$ cat config.mk
export PLATFORM = sky130hd
export DESIGN_NAME = countdown_timer
export DESIGN_NICKNAME = d
export VERILOG_FILES = /design/src/rtl/countdown_timer.sv
export SDC_FILE = /design/constraint.sdc
export NUM_CORES = 1
export LEC_CHECK = 0
export ABC_AREA = 1
export CAP_MARGIN = 20
export CORE_MARGIN = 2
export CORE_UTILIZATION = 43
export CTS_BUF_LIST = sky130_fd_sc_hd__clkbuf_2
export CTS_CLUSTER_DIAMETER = 120
export DETAILED_ROUTE_END_ITERATION = 7
export HOLD_SLACK_MARGIN = 0.08
export PLACE_DENSITY = 0.78
export RECOVER_POWER = 100
export SYNTH_ARGS = -nofsm -noshare
export SYNTH_HDL_FRONTEND = slang
export SYNTH_SLANG_ARGS = --single-unit
$ cat constraint.sdc
create_clock -name clk_i -period 1.9 [get_ports clk_i]
set_input_delay 0.57 -clock clk_i [delete_from_list [all_inputs] [get_ports clk_i]]
set_output_delay 0.57 -clock clk_i [all_outputs]
set_load 0.03 [all_outputs]
$ cat src/rtl/countdown_timer.sv
// Countdown timer with a valid/ready load port. A start value is loaded and the
// count is decremented by max(step,1) each running cycle. The count clamps at
// TARGET, and reaching it produces a one-cycle done pulse.
//
// Handshake: a load transfers on a rising edge where load_valid_i && load_ready_o.
// load_ready_o depends only on state: it is high in IDLE and DONE and low in RUN.
// The requester may hold load_valid_i until the transfer. load_value_i is sampled
// only on the transfer edge.
module countdown_timer #(
  parameter int WIDTH  = 16,
  parameter int TARGET = 0
) (
  input  logic             clk_i,
  input  logic             rst_ni,
  input  logic             load_valid_i,
  output logic             load_ready_o,
  input  logic [WIDTH-1:0] load_value_i,
  input  logic [2:0]       step_i,
  input  logic             pause_i,
  input  logic             abort_i,
  output logic [WIDTH-1:0] count_o,
  output logic             busy_o,
  output logic             done_o,
  output logic [1:0]       state_o
);

  typedef enum logic [1:0] {
    S_IDLE = 2'd0,
    S_RUN  = 2'd1,
    S_DONE = 2'd2
  } state_e;

  // Terminal value at counter width and at the widened compare width.
  localparam logic [WIDTH-1:0] TargetW = WIDTH'(TARGET);
  localparam logic [WIDTH+1:0] TargetX = (WIDTH + 2)'(TARGET);

  state_e           state_q;
  logic [WIDTH-1:0] count_q;
  logic             busy_q;
  logic             done_q;

  logic [2:0]       step_eff_d;
  logic [WIDTH+1:0] limit_d;
  logic             reach_d;
  logic [WIDTH-1:0] count_dec_d;

  // Effective step and terminal test. The compare runs two bits wider, so
  // TARGET + step can never wrap and the count cannot fall below TARGET.
  always_comb begin
    step_eff_d  = (step_i == 3'd0) ? 3'd1 : step_i;
    limit_d     = TargetX + (WIDTH + 2)'(step_eff_d);
    reach_d     = ({2'b00, count_q} <= limit_d);
    count_dec_d = count_q - WIDTH'(step_eff_d);
  end

  // Control FSM with registered count, busy and done.
  always_ff @(posedge clk_i or negedge rst_ni) begin
    if (!rst_ni) begin
      state_q <= S_IDLE;
      count_q <= '0;
      busy_q  <= 1'b0;
      done_q  <= 1'b0;
    end else begin
      case (state_q)
        S_IDLE, S_DONE: begin
          // A load here begins a run at once. This includes a back-to-back load from DONE.
          done_q <= 1'b0;
          if (load_valid_i) begin
            state_q <= S_RUN;
            count_q <= load_value_i;
            busy_q  <= 1'b1;
          end else begin
            state_q <= S_IDLE;
            busy_q  <= 1'b0;
          end
        end
        S_RUN: begin
          if (abort_i) begin
            // Abort wins over pause and decrement. The count is kept and no done pulse occurs.
            state_q <= S_IDLE;
            busy_q  <= 1'b0;
          end else if (pause_i) begin
            state_q <= S_RUN;
          end else if (reach_d) begin
            state_q <= S_DONE;
            count_q <= TargetW;
            busy_q  <= 1'b0;
            done_q  <= 1'b1;
          end else begin
            count_q <= count_dec_d;
          end
        end
        default: begin
          state_q <= S_IDLE;
          busy_q  <= 1'b0;
          done_q  <= 1'b0;
        end
      endcase
    end
  end

  assign load_ready_o = (state_q != S_RUN);
  assign count_o      = count_q;
  assign busy_o       = busy_q;
  assign done_o       = done_q;
  assign state_o      = state_q;

endmodule

# Word-level counts from Yosys, hierarchy flattened
# Index checks and enable logic that the tools add are counted.
[classes] add_sub_neg=1 order_cmp=1 n_eq_ne=10 n_mux=20 n_reduce_logical=7
[op_table] cell="$mux 16" count=4
[op_table] cell="$pmux 16 s2" count=1
[op_table] cell="$le 16x3->1" count=1
[op_table] cell="$sub 16x3->16" count=1
[op_table] cell="$mux 1" count=9
[op_table] cell="$ne 2x2->1 const B" count=4
[op_table] cell="$mux 2" count=3
[op_table] cell="$ne 3x3->1 const B" count=2
[op_table] cell="$ne 4x4->1 const B" count=1
[op_table] cell="$pmux 2 s2" count=1
[op_table] cell="$reduce_and 4->1" count=1
[op_table] cell="$logic_not 3->1" count=1
[op_table] cell="$mux 3" count=1
[op_table] cell="$reduce_and 3->1" count=1
[op_table] cell="$eq 2x1->1 const B" count=1
[op_table] cell="$eq 2x2->1 const B" count=1
[op_table] cell="$logic_not 2->1" count=1
[op_table] cell="$ne 2x1->1 const B" count=1
[op_table] cell="$pmux 1 s2" count=1
[op_table] cell="$reduce_and 2->1" count=1
[op_table] cell="$reduce_bool 2->1" count=1
[op_table] cell="$reduce_or 2->1" count=1
[totals] register_bits=20 in_bits=24 out_inout_bits=21 word_cells=43

# Depth between registers and ports, before layout
# Gate-level depths: netlist of run 1.
[logic_depth] word_depth=7 depth_mapped=13 mapped_depth_nobuf=12

# Worst setup path before layout of run 1
# No wires, ideal clock.
[synth_timing] kind="input -> register" startpoint="input step_i[1]" endpoint="register count_q[10] (netlist: count_o[10])" setup_time_ns=0.122 t_arrival_ns=1.982 required_time_ns=1.778 slack_ns=-0.203 cell_stages=13 path_buffers=1 cell_sequence="o21bai_1 > ha_1 > inv_1 > fa_1 > nand2_1 > nand2_4 > nand2_2 > nand3_2 > nand2_2 > inv_2 > buf_6 > nand2_1 > a21oi_2"
[synth_between] elab_chain_cells=7 word_cells_on_any_way=8 classes_between="1 x add/sub; 1 x order compare; 5 x mux; 1 x reduce/logical"
[synth_lines] element="from (decl)" line="18" source="input logic [2:0] step_i,"
[synth_lines] element="$logic_not 3->1" line="50" source="step_eff_d = (step_i == 3'd0) ? 3'd1 : step_i;"
[synth_lines] element="$mux 3 *" line="50"
[synth_lines] element="$sub 16x3->16 / $le 16x3->1 (equally long branches)" line="53, 52"
[synth_lines] element="$mux 16 *" line="84" source="end else if (reach_d) begin"
[synth_lines] element="$mux 16 *" line="82" source="end else if (pause_i) begin"
[synth_lines] element="$mux 16 *" line="78" source="if (abort_i) begin"
[synth_lines] element="$pmux 16 s2 *" line="64" source="case (state_q)"
[synth_lines] element="to (signal assigned)" line="70" source="count_q <= load_value_i;"
[synth_lines] element="to (signal assigned)" line="86" source="count_q <= TargetW;"
[synth_lines] element="to (signal assigned)" line="90" source="count_q <= count_dec_d;"
[synth_lines] element="to (decl)" line="38" source="logic [WIDTH-1:0] count_q;"
# Mark *: on every way between the ends. The rest lies on a longest branch, timed or not. The select of a mux whose other input is x is not followed.
# A chain may end at the register's enable or synchronous reset.

# Worst setup path after layout of run 1
[layout_timing] startpoint="input step_i[2]" endpoint="register count_q[9] (netlist: count_o[9])"
# Same word-level chain as after synthesis.

==> impl_metrics.ini, run 1 <==
[layout]
regArea_um2 = 500.5
antenna_cells = 0
n_fill_cell = 301
nets = 286
multi_input_area_um2 = 917.1
final_cells = 300
syn_to_final_growth_pct = 48.65
final_area_mm2 = 0.002130
finalCoreUtilization = 0.6863
drive_gt1_frac = 0.2813

[power_and_ir_drop]
power.share.clock = 0.069
switchingPower_mw = 1.330
ir_drop_mv = 0.6621
intPower_mw = 1.268
pwr-share-seq = 0.279
power.total_mw = 2.597
power_density_mw_per_mm2 = 1220
p_leak_nw = 0.9780
combPwrFrac = 0.652
swShare = 0.5120

[global_route]
grt_pass1_wl_um = 6368
grt_max_degree = 21
grt_overflow = 0
grt_pass1_vias = 1445
antenna_found_initial = 0
track_usage = 0.2272

[clock_tree]
clock_path_buffers = 2
path_clk_slew_ns = 0.18
cts_root_buf = clkbuf_2
cts-buffers-inserted = 3
h-tree-depth = 1
insertion_delay_ns = 0.33
clock_sinks = 20
cts_tree = built
postCtsHoldBufs = 0

[synth]
synth-async-reset-ratio = 1.000
synthFlopType = dfrtp_1
synthSimpleGateAreaFrac = 0.3188
syn_area_per_cell_um2 = 7.272
yosysMostFrequentCell = nor2_1
yosysWarnings = 0
synthMuxAreaShare = 0
synth_common_cells = 42 x nor2_1, 32 x nand2_1, 24 x a21oi_1, 20 x dfrtp_1, 19 x inv_1
synth_top_cell_by_area = dfrtp_1
synth_seq_cells = 20
syn_area_mm2 = 0.001433
syn-num-nets = 225
ys_seq_area_frac = 0.3493
synth_top_family_by_area = simple AND/OR/NAND/NOR gates
synth_xor_area_frac = 0.03057
synth-adder-area-share = 0.04017
synth_compound_area_frac = 0.1782
synth_edf_count = 0
netlist.area_leader.share = 0.3493
synth_cell_type_count = 25
synth_area_leaders = dfrtp_1 35%, nor2_1 11%, a21oi_1 8.4%, nand2_1 8.4%, a21oi_2 6.1%
synth_cells = 197

[timing]
fmax_mhz = 511.2
maxSlewHeadroom = 0.2685
whs_ns = 0.5156
skew_ns = 0.01056
tightest_slew_ns = 1.097
setup_ws_ns = -0.05618
rsz0062_at_grt = yes
hold_viol_final = 0
slew_viol_final = 0
fin_setup_tns_ns = -0.1193
fin_crit_ns = 1.956
setup_viol = 4
min_period_over_period = 1.030

[setup_path]
crit_start = step_i[2]
reg2reg_from = count_o[0]
endpoint_kind = flip-flop
worstPathRequired_ns = 2.14
startpoint_type = input pin
critPathKind = in2reg
crit_fanout = 5
crit_arrival_ns = 2.19

[routing]
first_pass_iters = 4
viasPerCell = 5.043
drt_wl_total_um = 4070
ant_nets = 0
drtIter0Drc = 70
drcViolationCount = 0
vias = 1513
wire_per_inst_um = 13.57

[worst_hold_path]
min-delay-start = done_o
hold_class = reg2reg

[place]
dp.cells = 292
io_buffers = 44
place_congestion = 0.8138
place_worst_setup_slack_ns = -0.7323
place_area_mm2 = 0.002001
hpwl_um = 2690

[floorplan]
core_area_mm2 = 0.003103
rows = 20
die_w_um = 61.72
io_pins = 45
die_h_um = 61.72
start_util = 0.4617
dieArea_mm2 = 0.003809

[status]
status = finished with violations
violations = negative setup slack

[job]
max_cap_violations = 0
## worst paths after layout
check	end	slack, ns	depth (start not counted)
setup reg to reg	count_o[9]	-0.05	13
hold / removal	done_o	0.52	2
min in group asynchronous	count_o[13]	0.93	2
max in group asynchronous	count_o[6]	0.32	2
setup / recovery	count_o[9]	-0.06	14
hold reg to reg	done_o	0.52	2
## cell usage in the layout, fill, tap and decap left out
cell             synthesis  final
nor2_1                  42     39
nor2_2                   2      3
inv_1                   19     18
clkinv_1                 1      1
o21ai_2                  0      4
buf_6                    2      4
nand2_2                  3     10
xnor2_2                  0      1
nor2_4                   2      4
inv_8                    0      2
nand3_4                  0      1
buf_4                    0     11
dfrtp_1                 20     20
or2_2                    1      1
xor2_1                   3      3
a21oi_1                 24     22
ha_1                     3      2
nand3_1                  9      7
a21o_1                   1      1
nand2_8                  0      1
fa_2                     0      1
nand3_2                  5      6
nand4_1                  2      2
inv_2                    3      3
buf_2                    2      1
nand2_1                 32     24
dlygate4sd2_1            0     20
a21oi_2                 10     12
clkbuf_2                 0      4
buf_12                   0      1
nand2_4                  1      1
o21bai_1                 2      2
xnor2_1                  2      1
o21ai_1                  0      1
dlygate4sd3_1            0      1
ha_2                     0      1
clkdlybuf4s50_1          0     19
clkbuf_1                 0      1
## registers in the layout, summed over array words and instances (netlist names)
signal,count
count_o,16
state_o,2
busy_o,1
done_o,1
## logic make-up after synthesis
logic type | Yosys count
buffers and inverters | 27
flip-flops | 20
AO/OA/AOI/OAI | 42
adder cells (fa/ha/maj) | 4
XOR/XNOR | 5
AND/OR/NAND/NOR | 99
## power by group through the flow
stage	combinational (mW)	sequential, mW	clock, mW
after floorplan	0.697	1.02	0
after global placement	1.59	0.733	0
after detailed placement	1.61	0.735	0
after CTS	1.66	0.721	0.184
after global routing	1.84	0.747	0.196
final	1.69	0.726	0.179
## area by class of cell
type | count | area share
Tap cell | 44 | 0.02585
Sequential cell | 20 | 0.2350
Timing Repair inverter | 1 | 0.005288
Clock buffer | 3 | 0.007051
Timing Repair Buffer | 59 | 0.2521
Multi-Input combinational cell | 150 | 0.4307
Inverter | 23 | 0.04407
## routing by layer
metal	vias up	GRT usage	share of wire
li1	753	-	-
met1	697	0.2995	0.43
met2	55	0.3805	0.50
met3	8	0.03934	0.059
met4	0	0.07295	0.015
met5	-	0	0
## worst max-delay path: stages
cell	delay, ns
buf_6	0.09
o21bai_1	0.14
ha_2	0.20
inv_2	0.04
fa_2	0.34
nand2_2	0.11
nand2_4	0.08
nand2_2	0.10
nand3_4	0.11
nand2_8	0.14
buf_6	0.10
nor2_1	0.03
nand2_1	0.08
a21oi_2	0.06
## timing repair
action,4_1_cts,5_1_grt
gates cloned,1,0
gates resized for setup,65,8
setup endpoints to repair,41,21
pin swaps,12,8
setup buffers,4,0
Power figures use the tool's default switching activity.
==> run 2, diff against run 1 <==
--- a/config.mk
+++ b/config.mk
@@ -13,7 +13,7 @@
 export CTS_CLUSTER_DIAMETER = 120
 export DETAILED_ROUTE_END_ITERATION = 7
 export HOLD_SLACK_MARGIN = 0.08
-export PLACE_DENSITY = 0.78
+export PLACE_DENSITY = 0.89
 export RECOVER_POWER = 100
 export SYNTH_ARGS = -nofsm -noshare
 export SYNTH_HDL_FRONTEND = slang
==> impl_metrics.ini, run 2 (same netlist as run 1, synthesis figures left out) <==
[global_route]
grt_pass1_vias = 1533
antenna_found_initial = 0
grt_pass1_wl_um = 6458
track_usage = 0.2296
grt_overflow = 0
grt_max_degree = 21

[routing]
drtIter0Drc = 67
ant_nets = 0
drcViolationCount = 0
wire_per_inst_um = 12.91
vias = 1514
viasPerCell = 5.030
drt_wl_total_um = 3886
first_pass_iters = 4

[timing]
maxSlewHeadroom = 0.2652
hold_viol_final = 0
fmax_mhz = 537.5
fin_crit_ns = 1.861
slew_viol_final = 0
skew_ns = 0.02747
min_period_over_period = 0.9792
whs_ns = 0.5498
tightest_slew_ns = 1.102
setup_viol = 0
rsz0062_at_grt = yes
setup_ws_ns = 0.03943

[layout]
n_fill_cell = 270
regArea_um2 = 500.5
final_cell_mix = 39 x nor2_1, 29 x nand2_1, 24 x a21oi_1
largest_reg_flops = 16
syn_to_final_growth_pct = 47.60
final_common_cell = nor2_1
final_area_mm2 = 0.002115
nets = 286
antenna_cells = 0
drive_gt1_frac = 0.2451
multi_input_area_um2 = 889.6

[worst_hold_path]
hold_class = reg2reg
min-delay-start = done_o

[setup_path]
path_buf_inv = 1
cp_top_family = flip-flops
crit_fanout = 6
critPathKind = reg2out
slowest_delay_ns = 0.51
crit_arrival_ns = 1.29
endpoint_kind = primary output
reg2reg_from = count_o[0]
worstPathRequired_ns = 1.33
startpoint_type = flip-flop
crit_path_cell_trace = dlygate4sd2_1
crit_start = count_o[7]
cp_slowest_cell = dfrtp_1

[place]
place_area_mm2 = 0.001988
place_congestion = 0.8839
io_buffers = 44
hpwl_um = 2631
place_worst_setup_slack_ns = -0.6954

[floorplan]
die_h_um = 61.72
start_util = 0.4617
dieArea_mm2 = 0.003809
rows = 20
die_w_um = 61.72
io_pins = 45
core_area_mm2 = 0.003103

[clock_tree]
postCtsHoldBufs = 0
clock_sinks = 20
cts-buffers-inserted = 3
insertion_delay_ns = 0.34
cts_tree = built
path_clk_slew_ns = 0.23
h-tree-depth = 1
cts_root_buf = clkbuf_2
clock_path_buffers = 2

[power_and_ir_drop]
ir_drop_mv = 1.066
p_leak_nw = 0.9761
power.total_mw = 2.695
power_density_mw_per_mm2 = 1274

[status]
status = completed

[job]
max_cap_violations = 0
-- run 2: report_power, final --
part	switching [mW]	internal [mW]	total [mW]
sequential	0.166	0.563	0.729
combinational	1.00	0.634	1.64
clock	0.145	0.182	0.327
total	1.32	1.38	2.69
-- run 2: metrics by stage --
step | cells | setup TNS, ns | util
after floorplan | 197 | -1.997 | -
after global placement | 292 | -11.74 | 0.6407
after detailed placement | 292 | -12.66 | 0.6407
after CTS | 299 | -0.01241 | 0.6677
after global routing | 301 | -0.3702 | 0.6815
final | 301 | 0 | 0.6815
-- run 2: timing repair --
action | 4_1_cts | 5_1_grt
resized for setup | 53 | 6
pin swaps | 15 | 3
endpoints found under the hold margin | 0 | 0
endpoints found under the setup margin | 41 | 19
cloned | 1 | 0
buffers inserted | 2 | 2
-- run 2: worst paths after layout --
path,endpoint,cells after the start,slack (ns)
worst max-delay path,count_o[7],1,0.04
worst min-delay path,done_o,2,0.55
worst max register to register,count_o[9],13,0.06
worst min register to register,done_o,2,0.55
max in group asynchronous,count_o[4],2,0.30
min in group asynchronous,busy_o,2,0.91
-- run 2: metal layers --
metal	share of wire	GRT usage	up-vias
met5	0	0	-
met4	0.024	0.1033	0
met3	0.059	0.05383	10
met2	0.50	0.3865	61
met1	0.42	0.2794	688
li1	-	-	755
-- run 2: worst register-to-register path, delay by kind of cell, from the launching register on --
family	cells	cell delay, ns
AOI/OAI and AO/OA	1	0.06
DFF	1	0.43
buffers and inverters	3	0.21
adders and majority gates	2	0.54
and+or+nand+nor	7	0.55
-- run 2: layout make-up --
| type | count | share of cell area |
|---|---|---|
| clock buffers | 3 | 0.007101 |
| multi-input cells | 150 | 0.4207 |
| flip-flops and latches | 20 | 0.2367 |
| inverters | 23 | 0.04438 |
| clock inverters | 1 | 0.01420 |
| repair inverters | 1 | 0.002959 |
| repair buffers | 59 | 0.2479 |
| well taps | 44 | 0.02604 |
